$ cat config.mk
export PLATFORM = sky130hd
export DESIGN_NAME = pipe_stage_skid_flat
export DESIGN_NICKNAME = d
export VERILOG_FILES = /design/src/rtl/pipe_stage_skid_pkg.sv /design/src/rtl/pipe_stage_skid_if.sv /design/src/rtl/pipe_stage_skid_entry_reg.sv /design/src/rtl/pipe_stage.sv /design/src/flat_wrapper.sv
export SDC_FILE = /design/constraint.sdc
export NUM_CORES = 1
export LEC_CHECK = 0
export CORE_MARGIN = 8
export CORE_UTILIZATION = 40
export DETAILED_ROUTE_END_ITERATION = 8
export DONT_BUFFER_PORTS = 1
export GPL_ROUTABILITY_DRIVEN = 0
export SLEW_MARGIN = 15
export SYNTH_ARGS = -nofsm -noshare
export SYNTH_HDL_FRONTEND = slang
export SYNTH_SLANG_ARGS = --single-unit
$ cat constraint.sdc
create_clock -name clk -period 16.2 [get_ports clk]
set_clock_uncertainty 0.2 [all_clocks]
set_input_delay 3.24 -clock clk [delete_from_list [all_inputs] [get_ports clk]]
set_output_delay 3.24 -clock clk [all_outputs]
set_load 0.01 [all_outputs]
$ cat src/rtl/pipe_stage_skid_pkg.sv
// pipe_pkg: shared types and defaults for the elastic EX/MEM pipeline stage.
//   - width defaults used as parameter defaults by the stage, its interface
//     and its entry register
//   - CTRL_NOP: the control value a bubble carries (no memory or RF write)
//   - ex_mem_t: EX/MEM payload record at the default widths
package pipe_pkg;

  localparam int DATA_W_DEF = 32;
  localparam int PC_W_DEF   = 16;
  localparam int CTRL_W_DEF = 2;
  localparam int CNT_W_DEF  = 8;

  // Control bit positions at the EX/MEM boundary.
  localparam int CTRL_BIT_MEM_WRITE  = 0;
  localparam int CTRL_BIT_MEM_TO_REG = 1;

  localparam logic [CTRL_W_DEF-1:0] CTRL_NOP = '0;

  typedef struct packed {
    logic [CTRL_W_DEF-1:0] ctrl;
    logic [PC_W_DEF-1:0]   pc;
    logic [DATA_W_DEF-1:0] rd2;
    logic [DATA_W_DEF-1:0] alu;
  } ex_mem_t;

endpackage

$ cat src/rtl/pipe_stage_skid_if.sv
// pipe_stage_skid_if: valid/ready handshake plus EX/MEM payload.
//   master: drives valid, ctrl, pc, rd2, alu; receives ready
//   slave : receives valid, ctrl, pc, rd2, alu; drives ready
interface pipe_stage_skid_if
  import pipe_pkg::*;
#(
  parameter int CTRL_W = CTRL_W_DEF,
  parameter int PC_W   = PC_W_DEF,
  parameter int DATA_W = DATA_W_DEF
);

  logic              valid;
  logic              ready;
  logic [CTRL_W-1:0] ctrl;
  logic [PC_W-1:0]   pc;
  logic [DATA_W-1:0] rd2;
  logic [DATA_W-1:0] alu;

  modport master (output valid, ctrl, pc, rd2, alu, input  ready);
  modport slave  (input  valid, ctrl, pc, rd2, alu, output ready);

endinterface

$ cat src/rtl/pipe_stage_skid_entry_reg.sv
// pipe_entry_reg: one valid flag plus control and payload register.
//   clk, rst     : clock, asynchronous active-high reset (clears everything)
//   load         : capture d_ctrl/d_pay and set valid
//   clear        : drop valid and zero control (wins over load)
//   d_ctrl/d_pay : incoming control and packed payload
//   valid        : entry holds an instruction
//   q_ctrl/q_pay : held control and payload
module pipe_entry_reg
  import pipe_pkg::*;
#(
  parameter int CTRL_W = CTRL_W_DEF,
  parameter int PAY_W  = PC_W_DEF + 2 * DATA_W_DEF
) (
  input  logic              clk,
  input  logic              rst,
  input  logic              load,
  input  logic              clear,
  input  logic [CTRL_W-1:0] d_ctrl,
  input  logic [PAY_W-1:0]  d_pay,
  output logic              valid,
  output logic [CTRL_W-1:0] q_ctrl,
  output logic [PAY_W-1:0]  q_pay
);

  // NOTE: sequential state uses non-blocking assignment so every register
  // samples pre-edge values regardless of process ordering.
  always_ff @(posedge clk or posedge rst) begin
    if (rst) begin
      valid  <= 1'b0;
      q_ctrl <= '0;
      q_pay  <= '0;
    end else if (clear) begin
      // Payload keeps stale data; only control must read as a bubble.
      valid  <= 1'b0;
      q_ctrl <= CTRL_W'(CTRL_NOP);
    end else if (load) begin
      valid  <= 1'b1;
      q_ctrl <= d_ctrl;
      q_pay  <= d_pay;
    end
  end

endmodule

$ cat src/rtl/pipe_stage.sv
// pipe_stage_skid: elastic pipeline stage register (EX/MEM and similar).
//   clk, rst  : clock, asynchronous active-high reset
//   flush     : synchronous squash of every held entry and the current input
//   in_if     : upstream handshake (slave): valid/ctrl/pc/rd2/alu in, ready out
//   out_if    : downstream handshake (master): valid/ctrl/pc/rd2/alu out, ready in
//   stall_cnt : saturating count of cycles with out valid but not accepted
// SKID_EN=1 gives a main + skid pair with in_ready taken straight from the
// skid flag (no path from out_ready); SKID_EN=0 is a single entry whose
// in_ready is combinational on out_ready.
module pipe_stage_skid
  import pipe_pkg::*;
#(
  parameter int DATA_W  = DATA_W_DEF,
  parameter int PC_W    = PC_W_DEF,
  parameter int CTRL_W  = CTRL_W_DEF,
  parameter int SKID_EN = 1,
  parameter int CNT_W   = CNT_W_DEF
) (
  input  logic                clk,
  input  logic                rst,
  input  logic                flush,
  pipe_stage_skid_if.slave    in_if,
  pipe_stage_skid_if.master   out_if,
  output logic [CNT_W-1:0]    stall_cnt
);

  localparam int PAY_W = PC_W + 2 * DATA_W;

  logic              main_valid;
  logic [CTRL_W-1:0] main_ctrl;
  logic [PAY_W-1:0]  main_pay;
  logic              main_load;
  logic              main_clear;
  logic [CTRL_W-1:0] main_d_ctrl;
  logic [PAY_W-1:0]  main_d_pay;

  logic              skid_valid;
  logic [CTRL_W-1:0] skid_ctrl;
  logic [PAY_W-1:0]  skid_pay;

  logic [PAY_W-1:0]  in_pay;
  logic              accept;
  logic              retire;

  assign in_pay = {in_if.pc, in_if.rd2, in_if.alu};
  assign accept = in_if.valid && in_if.ready;
  assign retire = main_valid && out_if.ready;

  // While the skid holds data, upstream is stalled, so main can only ever be
  // refilled from the skid; otherwise it refills from the input.
  assign main_d_ctrl = skid_valid ? skid_ctrl : in_if.ctrl;
  assign main_d_pay  = skid_valid ? skid_pay  : in_pay;

  generate
    if (SKID_EN != 0) begin : g_skid
      logic skid_load;
      logic skid_clear;

      // NOTE: every always_comb output gets a default first so no path
      // leaves it unassigned and infers a latch.
      always_comb begin
        main_load  = 1'b0;
        main_clear = 1'b0;
        skid_load  = 1'b0;
        skid_clear = 1'b0;
        if (flush) begin
          main_clear = 1'b1;
          skid_clear = 1'b1;
        end else if (skid_valid) begin
          // in_ready is low here, so the only possible move is skid -> main.
          if (retire) begin
            main_load  = 1'b1;
            skid_clear = 1'b1;
          end
        end else if (accept) begin
          if (main_valid && !retire) skid_load = 1'b1;
          else                       main_load = 1'b1;
        end else if (retire) begin
          main_clear = 1'b1;
        end
      end

      assign in_if.ready = !skid_valid;

      pipe_entry_reg #(.CTRL_W(CTRL_W), .PAY_W(PAY_W)) u_skid (
        .clk    (clk),
        .rst    (rst),
        .load   (skid_load),
        .clear  (skid_clear),
        .d_ctrl (in_if.ctrl),
        .d_pay  (in_pay),
        .valid  (skid_valid),
        .q_ctrl (skid_ctrl),
        .q_pay  (skid_pay)
      );
    end else begin : g_single
      always_comb begin
        main_load  = 1'b0;
        main_clear = 1'b0;
        if (flush)       main_clear = 1'b1;
        else if (accept) main_load  = 1'b1;
        else if (retire) main_clear = 1'b1;
      end

      assign in_if.ready = !main_valid || out_if.ready;
      assign skid_valid  = 1'b0;
      assign skid_ctrl   = '0;
      assign skid_pay    = '0;
    end
  endgenerate

  pipe_entry_reg #(.CTRL_W(CTRL_W), .PAY_W(PAY_W)) u_main (
    .clk    (clk),
    .rst    (rst),
    .load   (main_load),
    .clear  (main_clear),
    .d_ctrl (main_d_ctrl),
    .d_pay  (main_d_pay),
    .valid  (main_valid),
    .q_ctrl (main_ctrl),
    .q_pay  (main_pay)
  );

  assign out_if.valid                        = main_valid;
  assign out_if.ctrl                         = main_ctrl;
  assign {out_if.pc, out_if.rd2, out_if.alu} = main_pay;

  // Counts backpressure only; flush deliberately leaves it alone.
  always_ff @(posedge clk or posedge rst) begin
    if (rst) begin
      stall_cnt <= '0;
    end else if (main_valid && !out_if.ready && (stall_cnt != '1)) begin
      stall_cnt <= stall_cnt + 1'b1;
    end
  end

endmodule

$ cat src/flat_wrapper.sv
// flat-port wrapper written by rule: the top's interface ports become plain ports
module pipe_stage_skid_flat import pipe_pkg::*;
#(
  parameter int DATA_W  = DATA_W_DEF,
  parameter int PC_W    = PC_W_DEF,
  parameter int CTRL_W  = CTRL_W_DEF,
  parameter int SKID_EN = 1,
  parameter int CNT_W   = CNT_W_DEF
)
  (clk, rst, flush, stall_cnt, in_if_valid, in_if_ctrl, in_if_pc, in_if_rd2, in_if_alu, in_if_ready, out_if_valid, out_if_ctrl, out_if_pc, out_if_rd2, out_if_alu, out_if_ready);
  pipe_stage_skid_if #(.CTRL_W(CTRL_W), .PC_W(PC_W), .DATA_W(DATA_W)) in_if_i ();
  pipe_stage_skid_if #(.CTRL_W(CTRL_W), .PC_W(PC_W), .DATA_W(DATA_W)) out_if_i ();
  input  logic clk;
  input  logic rst;
  input  logic flush;
  output logic [CNT_W-1:0] stall_cnt;
  input wire logic [$bits(in_if_i.valid)-1:0] in_if_valid;
  input wire logic [$bits(in_if_i.ctrl)-1:0] in_if_ctrl;
  input wire logic [$bits(in_if_i.pc)-1:0] in_if_pc;
  input wire logic [$bits(in_if_i.rd2)-1:0] in_if_rd2;
  input wire logic [$bits(in_if_i.alu)-1:0] in_if_alu;
  output wire logic [$bits(in_if_i.ready)-1:0] in_if_ready;
  output wire logic [$bits(out_if_i.valid)-1:0] out_if_valid;
  output wire logic [$bits(out_if_i.ctrl)-1:0] out_if_ctrl;
  output wire logic [$bits(out_if_i.pc)-1:0] out_if_pc;
  output wire logic [$bits(out_if_i.rd2)-1:0] out_if_rd2;
  output wire logic [$bits(out_if_i.alu)-1:0] out_if_alu;
  input wire logic [$bits(out_if_i.ready)-1:0] out_if_ready;
  assign in_if_i.valid = in_if_valid;
  assign in_if_i.ctrl = in_if_ctrl;
  assign in_if_i.pc = in_if_pc;
  assign in_if_i.rd2 = in_if_rd2;
  assign in_if_i.alu = in_if_alu;
  assign in_if_ready = in_if_i.ready;
  assign out_if_valid = out_if_i.valid;
  assign out_if_ctrl = out_if_i.ctrl;
  assign out_if_pc = out_if_i.pc;
  assign out_if_rd2 = out_if_i.rd2;
  assign out_if_alu = out_if_i.alu;
  assign out_if_i.ready = out_if_ready;
  pipe_stage_skid #(.DATA_W(DATA_W), .PC_W(PC_W), .CTRL_W(CTRL_W), .SKID_EN(SKID_EN), .CNT_W(CNT_W)) u_core (.clk(clk), .rst(rst), .flush(flush), .in_if(in_if_i), .out_if(out_if_i), .stall_cnt(stall_cnt));
endmodule
==> results.md, run 1 <==
- TritonCTS built the clock tree.
- In the global route stage, met1 resource usage came out at 0.163.
- The largest total area in the synthesized netlist belongs to sky130_fd_sc_hd__dfrtp_1.
- After synthesis, the cell types taking the most area are sky130_fd_sc_hd__dfrtp_1 60%, sky130_fd_sc_hd__mux2_2 13%, sky130_fd_sc_hd__mux2i_1 11%, sky130_fd_sc_hd__a21oi_1 6.0%, sky130_fd_sc_hd__nor2_1 4.3%.
- The share of the clock period used by the worst path is 0.320.
- The global-route layer with the greatest usage is met2.
- IR analysis of the VDD net gives a maximum drop of 0.0686 mV.
- The number of standard cells in the layout, taps in and fillers out is 812.
- For this run, global-route usage on met3 was measured as 0.0687.
- The cell with the largest stage delay on the worst path is sky130_fd_sc_hd__buf_4.
- The number of nets in the layout is 658.
- The total power per unit cell area is 148 nW/um^2.
- The number of global-route vias before repair is 4483.
- The gate family responsible for the most delay along the worst path is buffers and inverters.
- By count the netlist is led by 174 x sky130_fd_sc_hd__dfrtp_1, 87 x sky130_fd_sc_hd__a21oi_1, 84 x sky130_fd_sc_hd__mux2_2, 84 x sky130_fd_sc_hd__nor2_1, 80 x sky130_fd_sc_hd__mux2i_1.
- The internal portion of the total power is 0.000867 W.
- The worst hold path belongs to the class register to register.
- Measured against its own limit, the worst slew margin works out to 0.324.
- The total global-route track usage is 0.143.
- The total inserted antenna cells is 0.
- The pre-antenna-repair detailed-routing pass consisted of 5 iterations.
- Detailed placement finished with a half-perimeter wire length of 10900 microns.
- After floorplanning, the core was divided into 49 placement rows.
- The critical path arrival is 5320 ps.
- Static timing analysis puts the maximum clock frequency at 193 MHz.
- The detailed router finished its first iteration with 163 violations.
- The peak fanout along the critical path is 90.
- The quantity of I/O buffers inserted on ports is 0.
- The largest net degree at the start of global routing is 95.
- The cell count after synthesis came out at 581.
- Max-cap violations in this run came to 0.
- The type of element launching the critical path is an input pin.
- The number of buffers and inverters on the critical path is 2.
- In this run the static leakage power is 3.27 nW.
- The share of total power dissipated in the clock network is 0.344.
- The synthesized design contains 0 enable-type register cells.
- The count of antenna-violating nets left after detailed routing is 0.
- The relative contribution of combinational cells to total power is 0.122.
- The setup violation total in the final timing report is 0.
- The minimum period implied by the final worst setup slack is 5190 ps.
- The total I/O pin count is 179.
- After clock tree synthesis, the clock-pin slew on the worst setup and hold paths is 60 ps.
- Once placement completed, the tool counted placed cells totaling 780.
- The number of hold violations in the final report was 0.
- The critical path in this run is classified as input pin to register.
- After synthesis the cells add up to 7290 sq um.
- The TritonCTS buffer count is 17.
- Once routing completed, OpenROAD measured the worst setup slack at 11010 ps.
- The synthesized design contains 174 register bits.
- The total wire length after detailed routing is 16100 microns.
- Of the cells placed in the final design, the portion with a size suffix greater than 1 is 0.214.
- The number of remaining DRC errors is 0.
- The number of hold buffers added after CTS is 0.
- The post-place setup slack is 10530 ps.
- Setup repair after global routing left no endpoint under its margin.
- The unique cell type count in the Yosys netlist is 24.
- Of all flip-flops after synthesis, the portion carrying an async set or reset was 1.00.
- At the later pin of the worst-skew pair, clock insertion delay measures 410 ps.
- The H-tree depth is 4.
- Of the total power, the share spent switching nets is 0.273.
- The average instance in the mapped netlist occupies 12.5 sq um.
- The cell area after placement is 7440 sq um.
- The prevailing post-synth register cell is sky130_fd_sc_hd__dfrtp_1.
- The transition time at the pin with the least slew margin is 1010 ps.
- The share of total power dissipated in sequential elements is 0.534.
- The area growth from synthesis to layout is 10.4%.
- The type of element capturing the critical path is a register.
- Adding up every negative setup slack in the final design gives 0 ps.
- The net count after synthesis is 669.
- The count of instances resized after the clock tree is built is 0.
- The first global-routing pass estimated 25200 microns of wire.
- The die is 151 microns wide.
- In this design, the critical path's most frequently occurring cell is sky130_fd_sc_hd__buf_4.
- The routed layout has 4313 vias.
- The die covers 22800 sq um.
- The initial utilization of the core area, before any placement, comes to 0.407.
- The initial antenna violation count is 0.
- The finished cells cover 8040 sq um.
- The global route total overflow is 0.
- The share of the Yosys chip area taken by registers is 0.598.
- The buffer cell driving the clock tree root is sky130_fd_sc_hd__clkbuf_16.
- The total of warnings raised by yosys is 0.
- The height of the die is 151 microns.
- After detailed routing, the average wire length per cell comes to 19.8 microns.
- In this run the power spent charging and discharging nets is 0.000326 W.
- The worst-case clock buffer depth is 2.
- The count of final max-slew check failures is 0.
- The buffer count from post-CTS setup fixing is 0.
- The run finished with clean final reports.
- In this design, the stage delay of the slowest critical-path cell is 780 ps.
- The via density per instance is 5.31.
- Traced cell by cell, the critical path runs through nand2b_1 > a211oi_4 > buf_4 > buf_4 > nor2_1 > a21oi_1.
- The required time at the worst-slack endpoint is 16330 ps.
- The met2 track utilization from global routing is 0.230.
- The share of synthesized area in the top cell type comes to 0.598.
- The most repeated cell in the gate-level netlist after synthesis is sky130_fd_sc_hd__dfrtp_1.
- For this design, the sink count on the clock tree is 174.
- The total area inside the core boundary comes to 17900 sq um.
-- sequential cells by signal, summed over array words and instances (netlist names) --
signal	cells
u_core.u_main.valid	1
u_core.g_skid.u_skid.q_pay	80
u_core.u_main.q_ctrl	2
u_core.stall_cnt	8
u_core.g_skid.u_skid.q_ctrl	2
u_core.g_skid.u_skid.valid	1
u_core.u_main.q_pay	80
-- per-layer routing --
layer  vias to the layer above  share of wire
met4                         0          0.017
met2                       135           0.49
met5                         -              0
li1                       2010              -
met3                        17           0.11
met1                      2151           0.39
-- power groups by stage --
| stage | Sequential [W] | Clock, W | Combinational (W) |
|---|---|---|---|
| 2_1_floorplan | 0.000615 | 0 | 0.000131 |
| 3_3_place_gp | 0.000642 | 0 | 0.000139 |
| 3_5_place_dp | 0.000647 | 0 | 0.000149 |
| 4_1_cts | 0.000640 | 0.000425 | 0.000149 |
| 5_1_grt | 0.000652 | 0.000444 | 0.000166 |
| 6_report | 0.000637 | 0.000411 | 0.000146 |
-- layout by cell type, fill, tap and decap left out, types with 4 or more instances in the layout --
cell and count:
sky130_fd_sc_hd__mux2_2 84, sky130_fd_sc_hd__mux2i_1 80, sky130_fd_sc_hd__buf_4 6, sky130_fd_sc_hd__dfrtp_1 173, sky130_fd_sc_hd__nand2_1 4, sky130_fd_sc_hd__clkbuf_16 17
sky130_fd_sc_hd__clkbuf_8 5, sky130_fd_sc_hd__a21oi_1 87, sky130_fd_sc_hd__a22o_1 4, sky130_fd_sc_hd__nor2_1 84
-- per-stage QoR --
stage                     hold slack (ps)  total power [W]  utilization
after detailed placement              283         0.000796        0.416
after floorplan                       260         0.000746            -
final                                 305          0.00119        0.449
after global placement                280         0.000781        0.416
after CTS                             300          0.00121        0.449
after global routing                  317          0.00126        0.449
-- layout make-up --
| cell class | instances | area [sq um] |
|---|---|---|
| fill | 1597 | 9860 |
| sequential | 174 | 4360 |
| multi-input combinational | 368 | 2730 |
| clock buffer | 24 | 502 |
| tap | 229 | 287 |
| clock inverter | 8 | 104 |
| timing repair buffer | 6 | 45.0 |
| inverter | 3 | 16.3 |
-- cell families (layout without fill, tap and decap cells) --
family | Yosys count | in the layout | share of synthesized area
DFF | 174 | 174 | 0.598
adders and majority gates | 1 | 1 | 0.00172
muxes | 164 | 164 | 0.240
AOI/OAI and AO/OA | 97 | 97 | 0.0702
and+or+nand+nor | 102 | 102 | 0.0568
xor gates and xnor gates | 4 | 4 | 0.00481
buffers and inverters | 39 | 41 | 0.0290
-- worst paths after layout --
check / startpoint / end / slack [ps] / cells past startpoint
min in group asynchronous: rst / u_core.g_skid.u_skid.q_pay[53] / 2670 / 1
max reg2reg: u_core.g_skid.u_skid.valid / u_core.u_main.q_pay[72] / 12800 / 6
min reg2reg: u_core.g_skid.u_skid.q_pay[68] / u_core.g_skid.u_skid.q_pay[68] / 310 / 1
max: in_if_valid / u_core.u_main.q_pay[72] / 11010 / 6
min: u_core.g_skid.u_skid.q_pay[68] / u_core.g_skid.u_skid.q_pay[68] / 310 / 1
max in group asynchronous: rst / u_core.g_skid.u_skid.valid / 11440 / 2
Power figures use the tool's default switching activity.
==> inputs of run 2 (changes only) <==
==> constraint.sdc (replaced) <==
create_clock -name clk -period 5 [get_ports clk]
set_clock_uncertainty 0.2 [all_clocks]
set_input_delay 1 -clock clk [delete_from_list [all_inputs] [get_ports clk]]
set_output_delay 1 -clock clk [all_outputs]
set_load 0.01 [all_outputs]
==> run 2 against run 1 <==
Effect of this change:
- clock power rose to 3.4 times the previous value
- non-clock buffer count fell by 2
- total power rose to 3.3 times the previous value
- critical path depth fell by 5
- sequential power rose to 3.2 times the previous value
- cell count fell by 0.25%
- largest cell class unchanged
- largest power group unchanged
==> results.md, run 2 (synthesis results as in run 1) <==
- The clock sink count is 174 (unchanged).
- The clock latency on the worst-skew pair is 420 ps (about the same).
- TritonCTS built the clock tree.
- The quantity of I/O buffers inserted on ports is 0 (unchanged).
- The count of instances resized after the clock tree is built is 0 (unchanged).
- The area growth from synthesis to layout is 11.0%.
- The core occupancy in the finished layout came to 0.452 (+0.00238).
- The height of the die was 151 microns (unchanged).
- The setup slack after layout is 2370 ps (-8640 ps).
- The initial antenna violation count is 0 (unchanged).
- Dividing the final minimum period by the clock period gives 0.526.
- Leaving out fill and tap cells, the most frequent cells in the layout are 173 x sky130_fd_sc_hd__dfrtp_1, 87 x sky130_fd_sc_hd__a21oi_1, 84 x sky130_fd_sc_hd__mux2_2, 84 x sky130_fd_sc_hd__nor2_1, 80 x sky130_fd_sc_hd__mux2i_1.
- The slack of the worst reg-to-reg path is 2380 ps (-10420 ps).
- The type of element launching the critical path is a register.
- The max-capacitance violation count is 0 (unchanged).
- The floorplan die width is 151 microns (unchanged).
- The largest net degree at the start of global routing is 175 (+84%).
- The fraction of layout instances using a drive strength above 1 is 0.215 (+0.000738).
- The filler cell count is 1631 (+2.1%).
- The buffer count from post-CTS setup fixing was 0 (unchanged).
- The setup path with the least slack is of type register to primary output.
- The area inside the core boundary is 17900 sq um (unchanged).
- The TritonCTS buffer count came to 17 (unchanged).
- The standby leakage power is 3.26 nW (about the same).
- The required time at the worst-slack endpoint is 3800 ps (-12530 ps).
- The transition time at the pin with the least slew margin is 1080 ps (+66.3 ps).
- The count of antenna-violating nets left after detailed routing is 0 (unchanged).
- The buffer cell driving the clock tree root is sky130_fd_sc_hd__clkbuf_16.
- The worst-case headroom to the max-slew limit is 0.280 (-0.0442).
- The wire length on met1 is 5990 microns (-3.6%).
- The total length of routed met2 wires is 7810 microns (about the same).
- The maximum operating frequency is 380 MHz.
- The post-place setup slack came to 2330 ps (-8200 ps).
- The total global-route track usage was 0.139 (-0.00444).
- The number of hold violations in the final report is 0 (unchanged).
- The worst path buffer plus inverter count is 1 (-1).
- The number of DRC markers in iteration 0 is 191 (+17%).
- The path class of the tightest hold or removal check is register to register.
- The worst-case clock buffer depth was 2 (unchanged).
- The critical path goes through inv_1.
- The wire length of the first global-routing pass is 24600 microns (-2.6%).
- The routed via count is 4326 (+0.30%).
- The starting utilization of the core area is 0.407 (unchanged).
- The end of the worst register-to-register path is u_core.g_skid.u_skid.q_ctrl[0].
- The count of final max-slew check failures came to 0 (unchanged).
- In this run the top signal layer used is met4.
- The post-route setup TNS came to 0 ps (unchanged).
- The total I/O pin count is 179 (unchanged).
- The average wire length per cell after detail routing came to 19.4 microns (-2.0%).
- The total stage count of the critical path is 1 (-5).
- The overall power after layout is 0.00393 W (+230%).
- The worst reg2reg path depth is 5 (-1).
- In the final layout, the registers with the most flip-flops are u_core.g_skid.u_skid.q_pay: 80 flops, u_core.u_main.q_pay: 80 flops, u_core.stall_cnt: 8 flops.
- The detailed-placement wirelength estimate came to 10200 microns (-6.9%).
- The die outline area is 22800 sq um (unchanged).
- Among cell families on the critical path, the largest total delay comes from flip-flops.
- The setup violation total in the final timing report is 0 (unchanged).
- The critical path arrival is 1430 ps (-3890 ps).
- The H-tree depth came to 4 (unchanged).
- STA classifies the critical path endpoint as a primary output.
- The via density per instance is 5.34 (+0.55%).
- The total wire length after detailed routing is 15700 microns (-2.2%).
- The number of remaining DRC errors was 0 (unchanged).
- The number of global-route vias before repair is 4382 (-2.3%).
- The library cell used most frequently in the layout, excluding fill and tap cells, is sky130_fd_sc_hd__dfrtp_1.
- The routed design could run at a clock period as short as 2630 ps.
- The worst setup path endpoint is in_if_ready.
- The peak fanout along the critical path is 31 (-66%).
- Setup repair after global routing left no endpoint under its margin.
- The peak per-stage delay on the critical path is 750 ps (-30 ps).
- The total inserted antenna cells is 0 (unchanged).
- The number of core rows is 49 (unchanged).
- The maximum vdd ir drop is 0.216 mV (+210%).
- The launching instance or port of the critical path is u_core.g_skid.u_skid.valid.
- The total length of routed met3 wires is 1750 microns (-0.57%).
- The detailed-routing iteration count for the pre-antenna-repair pass is 4 (-1).
- The run finished with clean final reports.
- The global route total overflow is 0 (unchanged).
- The clock input transition at the sequential cells of the worst setup and hold paths is 70 ps (about the same).
- The worst register-to-register path begins at u_core.g_skid.u_skid.valid.
- The total power per unit cell area is 486 nW/um^2 (+230%).
- The number of hold buffers added after CTS is 0 (unchanged).
- The cell with the largest stage delay on the worst path is sky130_fd_sc_hd__dfrtp_4.
- The number of nets in the layout is 656 (-0.30%).
run 2: cell count changes in the layout (fill, tap and decap cells not counted), sizes merged:
cell,delta
buf,-2
bufinv,+1
clkbuf,-7
clkinv,-3
clkinvlp,+3
inv,+6
run 2: cell type report:
cell class              count  area, sq um  area share
clock buffers              17          425      0.0526
clock inverters            15          201      0.0249
inverters                   3         15.0     0.00186
multi-input cells         368         2730       0.338
flip-flops and latches    174         4360       0.539
well taps                 229          287      0.0354
repair buffers              4         67.6     0.00836
run 2: where the power goes:
part           switching, W  internal, W  total (W)
clock              0.000597     0.000808    0.00140
combinational      0.000207     0.000265   0.000472
sequential         0.000311      0.00174    0.00205
total               0.00112      0.00281    0.00393
run 2: worst min path at each step:
stage,from,cells past startpoint,to
2_1_floorplan,u_core.g_skid.u_skid.q_ctrl[0],1,u_core.g_skid.u_skid.q_ctrl[0]
3_3_place_gp,u_core.g_skid.u_skid.q_ctrl[1],1,u_core.g_skid.u_skid.q_ctrl[1]
3_5_place_dp,u_core.g_skid.u_skid.q_ctrl[0],1,u_core.g_skid.u_skid.q_ctrl[0]
4_1_cts,u_core.g_skid.u_skid.q_ctrl[0],1,u_core.g_skid.u_skid.q_ctrl[0]
5_1_grt,u_core.g_skid.u_skid.q_ctrl[0],1,u_core.g_skid.u_skid.q_ctrl[0]
6_report,u_core.g_skid.u_skid.q_ctrl[1],1,u_core.g_skid.u_skid.q_ctrl[1]
run 2: worst reg2reg max path, cell delays in order (launching register included):
cell and delay, ps:
sky130_fd_sc_hd__dfrtp_4 750, sky130_fd_sc_hd__buf_4 910, sky130_fd_sc_hd__or3b_2 280, sky130_fd_sc_hd__o21ai_0 70, sky130_fd_sc_hd__a21oi_1 210, sky130_fd_sc_hd__a22o_1 150
run 2: layer usage:
layer | global-route usage | up-vias
met4 | 0.0430 | 0
met2 | 0.224 | 117
met5 | 0 | -
met3 | 0.0723 | 11
met1 | 0.156 | 2197
li1 | - | 2001
run 2: stage by stage:
step                area [sq um]  hold slack [ps]  instances
floorplan                   7290              260        581
global placement            7460              288        778
detailed placement          7460              282        778
CTS                         8090              301        810
global route                8090              306        810
finish                      8090              306        810
